--- config.mk ---
export PLATFORM = sky130hd
export DESIGN_NAME = bcd_converter_seq
export DESIGN_NICKNAME = d
export VERILOG_FILES = /design/src/rtl/bcd_converter_seq.sv
export SDC_FILE = /design/constraint.sdc
export NUM_CORES = 1
export LEC_CHECK = 0
export ABC_AREA = 1
export BUFFER_PORTS_ARGS = -buffer_cell sky130_fd_sc_hd__buf_2
export CORE_MARGIN = 2
export CORE_UTILIZATION = 51
export DETAILED_ROUTE_END_ITERATION = 7
export HOLD_SLACK_MARGIN = 0.02
export PLACE_DENSITY = 0.72
export SYNTH_ARGS = -nofsm -noshare
export SYNTH_HDL_FRONTEND = slang
export SYNTH_SLANG_ARGS = --single-unit
--- constraint.sdc ---
create_clock -name clock -period 1.58 [get_ports clock]
set_input_delay 0.237 -clock clock [delete_from_list [all_inputs] [get_ports clock]]
set_output_delay 0.237 -clock clock [all_outputs]
set_load 0.005 [all_outputs]
--- src/rtl/bcd_converter_seq.sv ---
// Sequential shift-and-add-3 binary-to-BCD converter with start/done handshake,
// overflow saturation and a leading-zero blanking mask for the display driver.
module bcd_converter_seq #(
  parameter int BIN_WIDTH = 14,
  parameter int DIGITS    = 4
) (
  input  logic                  clock,
  input  logic                  reset_n,
  input  logic                  start,
  input  logic [BIN_WIDTH-1:0]  bin_in,
  output logic                  busy,
  output logic                  done,
  output logic [4*DIGITS-1:0]   bcd_out,
  output logic                  overflow,
  output logic [DIGITS-1:0]     digit_en
);

  localparam int CW  = $clog2(BIN_WIDTH + 1);
  localparam int BCW = 4 * DIGITS;
  localparam logic [CW-1:0] CNT_INIT = CW'(BIN_WIDTH);

  typedef enum logic [1:0] {
    IDLE  = 2'd0,
    SHIFT = 2'd1,
    DONE  = 2'd2
  } state_t;

  state_t               state_q, state_d;
  logic [BIN_WIDTH-1:0] bin_q, bin_d;
  logic [BCW-1:0]       work_q, work_d;
  logic [CW-1:0]        cnt_q, cnt_d;
  logic                 sticky_q, sticky_d;
  logic                 busy_q, busy_d;
  logic                 done_q, done_d;
  logic [BCW-1:0]       bcd_q, bcd_d;
  logic                 ovf_q, ovf_d;
  logic [DIGITS-1:0]    en_q, en_d;

  logic [BCW-1:0]       adj_s;
  logic [BCW-1:0]       final_s;
  logic [DIGITS-1:0]    en_s;

  // Per-digit +3 correction; digits never carry into each other.
  function automatic logic [BCW-1:0] add3_digits(input logic [BCW-1:0] w);
    logic [BCW-1:0] r;
    r = w;
    for (int i = 0; i < DIGITS; i++) begin
      if (w[4*i +: 4] >= 4'd5) begin
        r[4*i +: 4] = w[4*i +: 4] + 4'd3;
      end else begin
        r[4*i +: 4] = w[4*i +: 4];
      end
    end
    return r;
  endfunction

  // Final digits and the blanking mask derived from them.
  always_comb begin
    adj_s   = add3_digits(work_q);
    final_s = sticky_q ? {DIGITS{4'h9}} : work_q;
    en_s    = '0;
    en_s[0] = 1'b1;
    for (int i = 1; i < DIGITS; i++) begin
      en_s[i] = |(final_s >> (4 * i));
    end
  end

  // Next-state logic: accept, shift BIN_WIDTH times, then publish results.
  always_comb begin
    state_d  = state_q;
    bin_d    = bin_q;
    work_d   = work_q;
    cnt_d    = cnt_q;
    sticky_d = sticky_q;
    busy_d   = busy_q;
    done_d   = 1'b0;
    bcd_d    = bcd_q;
    ovf_d    = ovf_q;
    en_d     = en_q;
    case (state_q)
      IDLE: begin
        if (start) begin
          bin_d    = bin_in;
          work_d   = '0;
          sticky_d = 1'b0;
          cnt_d    = CNT_INIT;
          busy_d   = 1'b1;
          state_d  = SHIFT;
        end else begin
          state_d  = IDLE;
        end
      end
      SHIFT: begin
        work_d   = {adj_s[BCW-2:0], bin_q[BIN_WIDTH-1]};
        bin_d    = bin_q << 1;
        sticky_d = sticky_q | adj_s[BCW-1];
        cnt_d    = cnt_q - CW'(1);
        if (cnt_q == CW'(1)) begin
          state_d = DONE;
        end else begin
          state_d = SHIFT;
        end
      end
      DONE: begin
        bcd_d   = final_s;
        ovf_d   = sticky_q;
        en_d    = en_s;
        done_d  = 1'b1;
        busy_d  = 1'b0;
        state_d = IDLE;
      end
      default: begin
        busy_d  = 1'b0;
        state_d = IDLE;
      end
    endcase
  end

  // State, working and output registers.
  always_ff @(posedge clock or negedge reset_n) begin
    if (!reset_n) begin
      state_q  <= IDLE;
      bin_q    <= '0;
      work_q   <= '0;
      cnt_q    <= '0;
      sticky_q <= 1'b0;
      busy_q   <= 1'b0;
      done_q   <= 1'b0;
      bcd_q    <= '0;
      ovf_q    <= 1'b0;
      en_q     <= DIGITS'(1);
    end else begin
      state_q  <= state_d;
      bin_q    <= bin_d;
      work_q   <= work_d;
      cnt_q    <= cnt_d;
      sticky_q <= sticky_d;
      busy_q   <= busy_d;
      done_q   <= done_d;
      bcd_q    <= bcd_d;
      ovf_q    <= ovf_d;
      en_q     <= en_d;
    end
  end

  assign busy     = busy_q;
  assign done     = done_q;
  assign bcd_out  = bcd_q;
  assign overflow = ovf_q;
  assign digit_en = en_q;

endmodule

* Word level (Yosys, flattened, before mapping)
Index checks and enable logic that the tools add are counted.
** Word-level totals
- Flip-flop bits (word level) :: 59
- Input port bits :: 17
- Output and inout bits :: 23
- Logic and storage cells :: 51
** Operators by class
- Add/subtract/negate cells :: 5
- Order comparisons :: 4
- Equal/unequal tests :: 4
- Muxes and demuxes :: 19
- Bitwise logic cells :: 2
- Reduce and logical (&&, ||, !) cells :: 7
** Operators by type and width (count)
- two-way mux 16 bit :: 2
- case mux 16 bit (2 select lines) :: 1
- case mux 14 bit (2 select lines) :: 1
- two-way mux 4 bit :: 5
- adder 4 x 2 -> 4 bit (second input constant) :: 4
- >= comparator 4 x 3 -> 1 bit (second input constant) :: 4
- two-way mux 14 bit :: 1
- OR reduction 12 bit :: 1
- case mux 4 bit (2 select lines) :: 1
- OR reduction 8 bit :: 1
- equality test 4 x 1 -> 1 bit (second input constant) :: 1
- two-way mux 1 bit :: 4
- case mux 1 bit (2 select lines) :: 2
- case mux 2 bit (2 select lines) :: 1
- AND reduction 2 bit :: 2
- OR reduction 4 bit :: 1
- subtractor 4 x 1 -> 4 bit (second input constant) :: 1
- equality test 2 x 1 -> 1 bit (second input constant) :: 1
- equality test 2 bit (second input constant) :: 1
- zero test 2 bit :: 1
- two-way mux 2 bit :: 1
- inequality test 2 bit (second input constant) :: 1
- nonzero test 2 bit :: 1
- inverter 1 bit :: 1
- bitwise OR 1 bit :: 1

* Depth between registers and ports, before layout
Gate-level depths: netlist (run 1).
- Word-level depth :: 4
- Gate-level depth with buffers :: 9
- Gate-level depth less buffers :: 9

* Worst setup path before layout (run 1)
Ideal clock, no wire load.
- Path kind :: reg-to-reg
- Start point :: reg work_q[12]
- End point :: reg work_q[13]
- Library setup time :: 0.117 ns
- Arrival :: 1.042 ns
- Required time :: 1.463 ns
- Slack :: 0.420 ns
- Stages on the path, launching flop included :: 9
- Path buffers :: 0
- Clock period less this slack :: 1.160 ns
- Cells stage by stage :: dfrtp_1 inv_1 ha_1 inv_1 nand2_1 nand3_1 nand2_1 nand3_1 nand2_1
** Between the ends
- Longest elaborated chain between the ends :: 3
- Elaborated cells on any way between the ends :: 4
- Those cells by class :: add/sub: 1; order compare: 1; mux: 2
** Ends and longest elaborated chain
- from (decl) :: RTL line 30 : logic [BCW-1:0] work_q, work_d;
- from (signal assigned) :: RTL line 135 : work_q <= work_d;
- adder 4 x 2 -> 4 bit / >= comparator 4 x 3 -> 1 bit (equally long branches) :: RTL line 49, 48
- two-way mux 4 bit * :: RTL line 48 : if (w[4*i +: 4] >= 4'd5) begin
- case mux 16 bit (2 select lines) * :: RTL line 80 : case (state_q)
Every way passes the cells marked *; elsewhere a longest branch is shown, timed or not.
A chain may end at the register's enable or synchronous reset.

* Worst setup path in the final report (run 1)
- Start point :: reg state_q[0]
- End point :: reg bcd_q[5], in the netlist bcd_out[5]
** Between the ends
- Longest elaborated chain between the ends :: 1
** Ends and longest elaborated chain
- from (decl) :: RTL line 28 : state_t state_q, state_d;
- from (signal assigned) :: RTL line 133 : state_q <= state_d;
- equality test 2 bit :: RTL line 80
- to (signal assigned) :: RTL line 129 : bcd_q <= '0;
- to (signal assigned) :: RTL line 140 : bcd_q <= bcd_d;
- to (decl) :: RTL line 35 : logic [BCW-1:0] bcd_q, bcd_d;
No other way between the ends.

==> results of run 1 <==
cells by family after synthesis:
kind of cell / share of synthesized area [%]
buffers and inverters: 6.939
other: 0.1316
AND/OR/NAND/NOR: 25.21
AO/OA/AOI/OAI: 11.51
adder cells (fa/ha/maj): 4.392
flip-flops: 51.82
report_power, final:
| part | internal, W | total (W) | switching [W] |
|---|---|---|---|
| Sequential | 0.00214 | 0.00257 | 0.000433 |
| Combinational | 0.00115 | 0.00289 | 0.00174 |
| Clock | 0.000804 | 0.00136 | 0.000551 |
flip-flops by register name (all words and copies together), names as in the netlist:
name      cells
cnt_q         4
busy          1
bcd_out      16
bin_q        14
done          1
state_q       2
overflow      1
work_q       16
sticky_q      1
digit_en      3
area by class of cell:
cell class                 instances  area (sq um)
timing repair buffer              48         292.8
clock inverter                     2         35.03
tap                               72         90.09
inverter                          32         120.1
sequential                        59          1476
clock buffer                      13         158.9
multi-input combinational        237          1184
fill                             497          2082
stage by stage:
step	hold WS [ns]	cell area [sq um]	util [%]	setup slack [ns]	power [W]
after floorplan	-0.05859	2849	-	0.4201	0.004668
after global placement	0.2688	3144	57.81	0.1455	0.005378
after detailed placement	0.2647	3144	57.81	0.1392	0.005478
after CTS	0.1736	3348	61.56	0.1242	0.006853
after global routing	0.1925	3357	61.72	0.01507	0.007509
final	0.1754	3357	61.72	0.1499	0.006816
worst min-delay path, stage by stage:
cell and delay (ns):
buf_2 0.09, inv_1 0.04, o21ai_0 0.09
metal layers:
metal / wire length [um] / track usage (%)
met5: 0 / 0
met4: 117 / 10.00
met3: 332 / 6.477
met2: 2603 / 30.77
met1: 2670 / 28.39
repair_timing:
item,in CTS,in global routing
hold endpoints to repair,59,0
gates resized for setup,0,2
endpoints found under the setup margin,0,1
hold buffers,1,0
worst min-delay path by stage:
stage	end	cells after the start	slack [ns]	startpoint
6_report	bin_q[0]	3	0.18	bin_in[0]
5_1_grt	bin_q[0]	3	0.19	bin_in[0]
4_1_cts	bin_q[0]	3	0.17	bin_in[0]
3_5_place_dp	bcd_out[1]	2	0.26	reset_n
3_3_place_gp	bcd_out[1]	2	0.27	reset_n
2_1_floorplan	bcd_out[0]	0	-0.06	reset_n
synthesized netlist by cell type, types with 3 or more instances:
cell,count,area share (%)
nand2_1,95,13
dfrtp_1,59,52
nor2_1,31,4.1
inv_1,29,3.8
o21ai_0,27,4.7
nand3_1,25,4.4
ha_1,10,4.4
o21ai_1,10,1.8
a21oi_1,9,1.6
nand4_1,9,2.0
o21ai_2,7,2.2
buf_2,5,0.88
buf_4,4,1.1
inv_2,3,0.40
nor2_4,3,1.2
==> metrics.csv, run 1 <==
stage,metric,value,unit
floorplanning,die_w,78.74,um
setup_path,reg2reg_setup_slack,0.15,ns
final_layout,final_layout_size_suffix_gt1_share,19.95,%
setup_path,worstPathCellList,buf_4 > nor2_4 > inv_2 > nor2_4 > inv_2 > o21ai_2,
routing,drt.antenna.violating_nets,0,
final_layout,layout_common_cells,"95 x nand2_1, 59 x dfrtp_1, 38 x buf_2",
synthesis,syn_area_per_cell,8.404,sq um
setup_path,r2r_cells,6,
power,powerDensity,2030,nW/um^2
floorplanning,core_area,5439,sq um
clocking,cts_buffer_depth,2,
setup_path,critical-path-slowest-cell,dfrtp_1,
clocking,clock-root-buffer,clkbuf_8,
setup_path,endpoint,bcd_out[5],
placement,gp_congestion,0.7889,
timing,fin_crit,1.430,ns
setup_path,path_max_fanout,13,
floorplanning,fp.dieArea,6200,sq um
setup_path,start_kind,flip-flop,
synthesis,synth_edf_count,0,
outcome,status,"finished, final reports clean",
timing,fmax,0.6992,GHz
setup_path,reg2reg_to,bcd_out[5],
final_layout,num-nets-final,414,
setup_path,crit_family,simple AND/OR/NAND/NOR gates,
timing,fin_tns_setup,0,ns
synthesis,syn_nets,366,
clocking,cts_htree_levels,3,
floorplanning,rows,27,
synthesis,synth.distinct_cells,24,
timing,slew_violations,0,
clocking,cts_setup_buffers,0,
global_route,grt_max_degree,60,
synthesis,async_flop_share,100.0,%
clocking,numCtsBuffers,9,
setup_path,worstSetupPathType,flip-flop to flip-flop,
timing,setup_viol,0,
timing,clock_skew,0.003430,ns
setup_path,worst-path-buf-inv,3,
synthesis,yosysWarnings,0,
global_route,grt_use_total,20.96,%
timing,finalCritPeriodShare,90.52,%
routing,drtIter0Drc,230,
synthesis,syn_inst,339,
clocking,clkSinkCount,59,
global_route,grt_pass1_wl,9901,um
synthesis,ys_seq_area_share,51.82,%
flow_run,drv_cap,0,
final_layout,area_delta_synth_final,17.83,%
routing,drt-total-wl,5724,um
final_layout,antenna_cells,0,
clocking,cts_tree,yes,
routing,routed-via-count,2382,
routing,wire_per_inst,12.36,um
global_route,grt_pass1_vias,2134,
setup_path,path_depth,6,
clocking,clk_pin_slew,0.06,ns
timing,rsz0062_at_grt,false,
placement,dp_cells,447,
clocking,clk-insertion-delay-late,0.33,ns
global_route,grt-ovfl-total,0,
synthesis,synth.cell_area,2849,sq um
power,leakage,1.682,nW
min_path,hp-class,input pin to flip-flop,
timing,hold_viol_final,0,
setup_path,critPathLaunch,state_q[0],
floorplanning,ios,40,
setup_path,cp.required,1.84,ns
global_route,antenna_found_initial,0,
routing,drc,0,
setup_path,cp.arrival,1.69,ns
floorplanning,start_util,52.38,%
final_layout,mostFrequentLayoutCell,nand2_1,
placement,dp_hpwl,3989,um
final_layout,fin_cells,463,
power,ir_drop,943.0,uV
routing,drt_pass1_iterations,4,
setup_path,end_kind,flip-flop,
floorplanning,chipHeight,78.74,um
synthesis,ys_ff_latch,59,
routing,viasPerCell,5.145,
setup_path,r2r-start,state_q[0],
placement,io_buffers,38,
synthesis,synth_flop_cell,dfrtp_1,
setup_path,critPathMaxStageDelay,0.39,ns
Power figures use the tool's default switching activity.
==> inputs of run 2 (changes only) <==
--- a/config.mk
+++ b/config.mk
@@ -7,6 +7,7 @@
 export LEC_CHECK = 0
 export ABC_AREA = 1
 export BUFFER_PORTS_ARGS = -buffer_cell sky130_fd_sc_hd__buf_2
+export CORE_ASPECT_RATIO = 0.75
 export CORE_MARGIN = 2
 export CORE_UTILIZATION = 51
 export DETAILED_ROUTE_END_ITERATION = 7
==> metrics.csv, run 2 (synthesis gave the netlist of run 1 again) <==
stage,metric,value,unit,change
setup_path,critPathLaunch,state_q[1],,
global_route,grtUsageMet3,5.978,%,-0.50 points
power,ir_drop,878.4,uV,-6.9%
placement,gp_congestion,0.8036,,+1.9%
setup_path,path_depth,5,,-1
floorplanning,ios,40,,unchanged
floorplanning,rows,23,,-15%
routing,drt_pass1_iterations,4,,unchanged
setup_path,crit_family,simple AND/OR/NAND/NOR gates,,
routing,wire_per_inst,12.48,um,+0.99%
clocking,cts_htree_levels,3,,unchanged
timing,fin_tns_setup,0,ns,unchanged
floorplanning,die_w,90.31,um,+15%
power,clkPwrFrac,18.9,%,-1.0 points
timing,setup_viol,0,,unchanged
placement,dp_cells,450,,+0.67%
setup_path,start_kind,flip-flop,,
routing,viasPerCell,5.073,,-1.4%
global_route,grt_max_degree,23,,-62%
placement,dp_hpwl,4157,um,+4.2%
timing,fin_crit,1.392,ns,-0.03776 ns
timing,rsz0062_at_grt,false,,
setup_path,reg2reg_to,bin_q[3],,
final_layout,num-nets-final,414,,unchanged
clocking,clk-insertion-delay-late,0.34,ns,about the same
timing,slew_headroom,66.52,%,
global_route,antenna_found_initial,0,,unchanged
power,powerDensity,1986,nW/um^2,-2.2%
power,combPwrFrac,42.2,%,about the same
setup_path,end_kind,flip-flop,,
clocking,clk_pin_slew,0.07,ns,about the same
final_layout,antenna_cells,0,,unchanged
clocking,cts_buffer_depth,2,,unchanged
setup_path,worst-path-buf-inv,1,,-2
min_path,hp-class,input pin to flip-flop,,
timing,finalCritPeriodShare,88.13,%,-2.4 points
timing,fmax,0.7182,GHz,+2.7%
floorplanning,core_area,5353,sq um,-1.6%
routing,drc,0,,unchanged
final_layout,mostFrequentLayoutCell,nand2_1,,
timing,hold_slack,0.1595,ns,-0.01584 ns
global_route,grt_use_total,20.63,%,-0.33 points
clocking,clock-root-buffer,clkbuf_8,,
clocking,numCtsBuffers,9,,unchanged
power,power.switching,0.002725,W,about the same
final_layout,multi_input_area,1175,sq um,-0.74%
power,swShare,41.12,%,+1.2 points
clocking,clkSinkCount,59,,unchanged
timing,tightestPinTransition,0.5022,ns,
setup_path,reg2reg_setup_slack,0.19,ns,+0.04 ns
timing,hold_viol_final,0,,unchanged
floorplanning,chipHeight,68.73,um,-13%
final_layout,area_delta_synth_final,17.13,%,
power,leakage,1.670,nW,-0.72%
placement,io_buffers,38,,unchanged
global_route,grt_pass1_wl,9970,um,+0.70%
final_layout,fill_cells,484,,-2.6%
setup_path,cp.arrival,1.65,ns,-0.04 ns
clocking,cts_resized,0,,unchanged
clocking,cts_tree,yes,,
setup_path,critical-path-slowest-cell,dfrtp_1,,
global_route,use_met1,27.15,%,-1.2 points
routing,drt.antenna.violating_nets,0,,unchanged
global_route,grt_pass1_vias,2158,,+1.1%
timing,clock_skew,0.005839,ns,+0.002409 ns
routing,drtIter0Drc,119,,-48%
routing,routed-via-count,2364,,-0.76%
global_route,busiest_layer,met2,,
final_layout,fin_cells,466,,+0.65%
power,cellInternalPower,0.003902,W,-4.6%
floorplanning,fp.dieArea,6206,sq um,+0.10%
routing,drt-total-wl,5818,um,+1.6%
final_layout,layout_common_cells,"95 x nand2_1, 59 x dfrtp_1, 38 x buf_2",,
global_route,met2_usage,33.08,%,+2.3 points
clocking,cts_setup_buffers,0,,unchanged
setup_path,endpoint,bin_q[3],,
setup_path,r2r_cells,5,,-1
outcome,status,"finished, final reports clean",,
setup_path,worstPathCellList,inv_2 > nand2_1 > nand2_2 > o21ai_0 > o21ai_1,,
setup_path,path_max_fanout,22,,+9
final_layout,post-route-util,62.34,%,+0.62 points
setup_path,critPathMaxStageDelay,0.41,ns,+0.02 ns
timing,slew_violations,0,,unchanged
final_layout,seqCellArea,1476,sq um,unchanged
flow_run,drv_cap,0,,unchanged
final_layout,final_layout_size_suffix_gt1_share,19.95,%,unchanged
floorplanning,start_util,53.23,%,+0.84 points
power,sequentialPowerShare,38.9,%,+1.1 points
setup_path,cp.required,1.84,ns,about the same
setup_path,r2r-start,state_q[1],,
setup_path,worstSetupPathType,flip-flop to flip-flop,,
global_route,grt-ovfl-total,0,,unchanged
## run 2: metal layers
layer	vias up	wire length, um
li1	1197	-
met1	1108	2874
met2	50	2606
met3	9	262
met4	0	75
met5	-	0
## run 2: worst min-delay path by stage
stage | start | cells after the start | endpoint | slack (ns)
finish | bin_in[0] | 3 | bin_q[0] | 0.16
CTS | bin_in[0] | 3 | bin_q[0] | 0.15
floorplan | reset_n | 0 | bcd_out[0] | -0.06
detailed placement | reset_n | 1 | bin_q[1] | 0.23
global route | bin_in[0] | 3 | bin_q[0] | 0.18
global placement | reset_n | 1 | bin_q[1] | 0.24
## run 2: final cells by class
cell class / instances / area share [%]
Sequential cell: 59 / 44.24
Multi-Input combinational cell: 237 / 35.21
Timing Repair Buffer: 48 / 8.774
Clock buffer: 13 / 5.062
Inverter: 32 / 3.600
Tap cell: 75 / 2.812
Clock inverter: 2 / 0.3000
## run 2: power groups by stage
stage / combinational [W] / clock, W / sequential [W]
after floorplan: 0.00214 / 0 / 0.00253
after global placement: 0.00273 / 0 / 0.00259
after detailed placement: 0.00279 / 0 / 0.00260
after CTS: 0.00280 / 0.00129 / 0.00258
after global routing: 0.00327 / 0.00134 / 0.00266
final: 0.00279 / 0.00126 / 0.00258
## run 2: worst min-delay path, stage by stage
cell     delay [ns]
buf_2          0.10
inv_1          0.04
o21ai_0        0.07
## run 2: repair_timing
| item | 4_1_cts | 5_1_grt |
|---|---|---|
| setup endpoints to repair | 0 | 0 |
| endpoints found under the hold margin | 18 | 0 |
| hold buffers | 1 | 0 |
## run 2: stage by stage
stage,cell area [sq um],setup slack (ns),total power (W)
floorplan,2849,0.4201,0.004668
global placement,3148,0.2465,0.005317
detailed placement,3148,0.1696,0.005390
CTS,3337,0.1811,0.006669
global route,3337,0.03012,0.007261
finish,3337,0.1876,0.006627
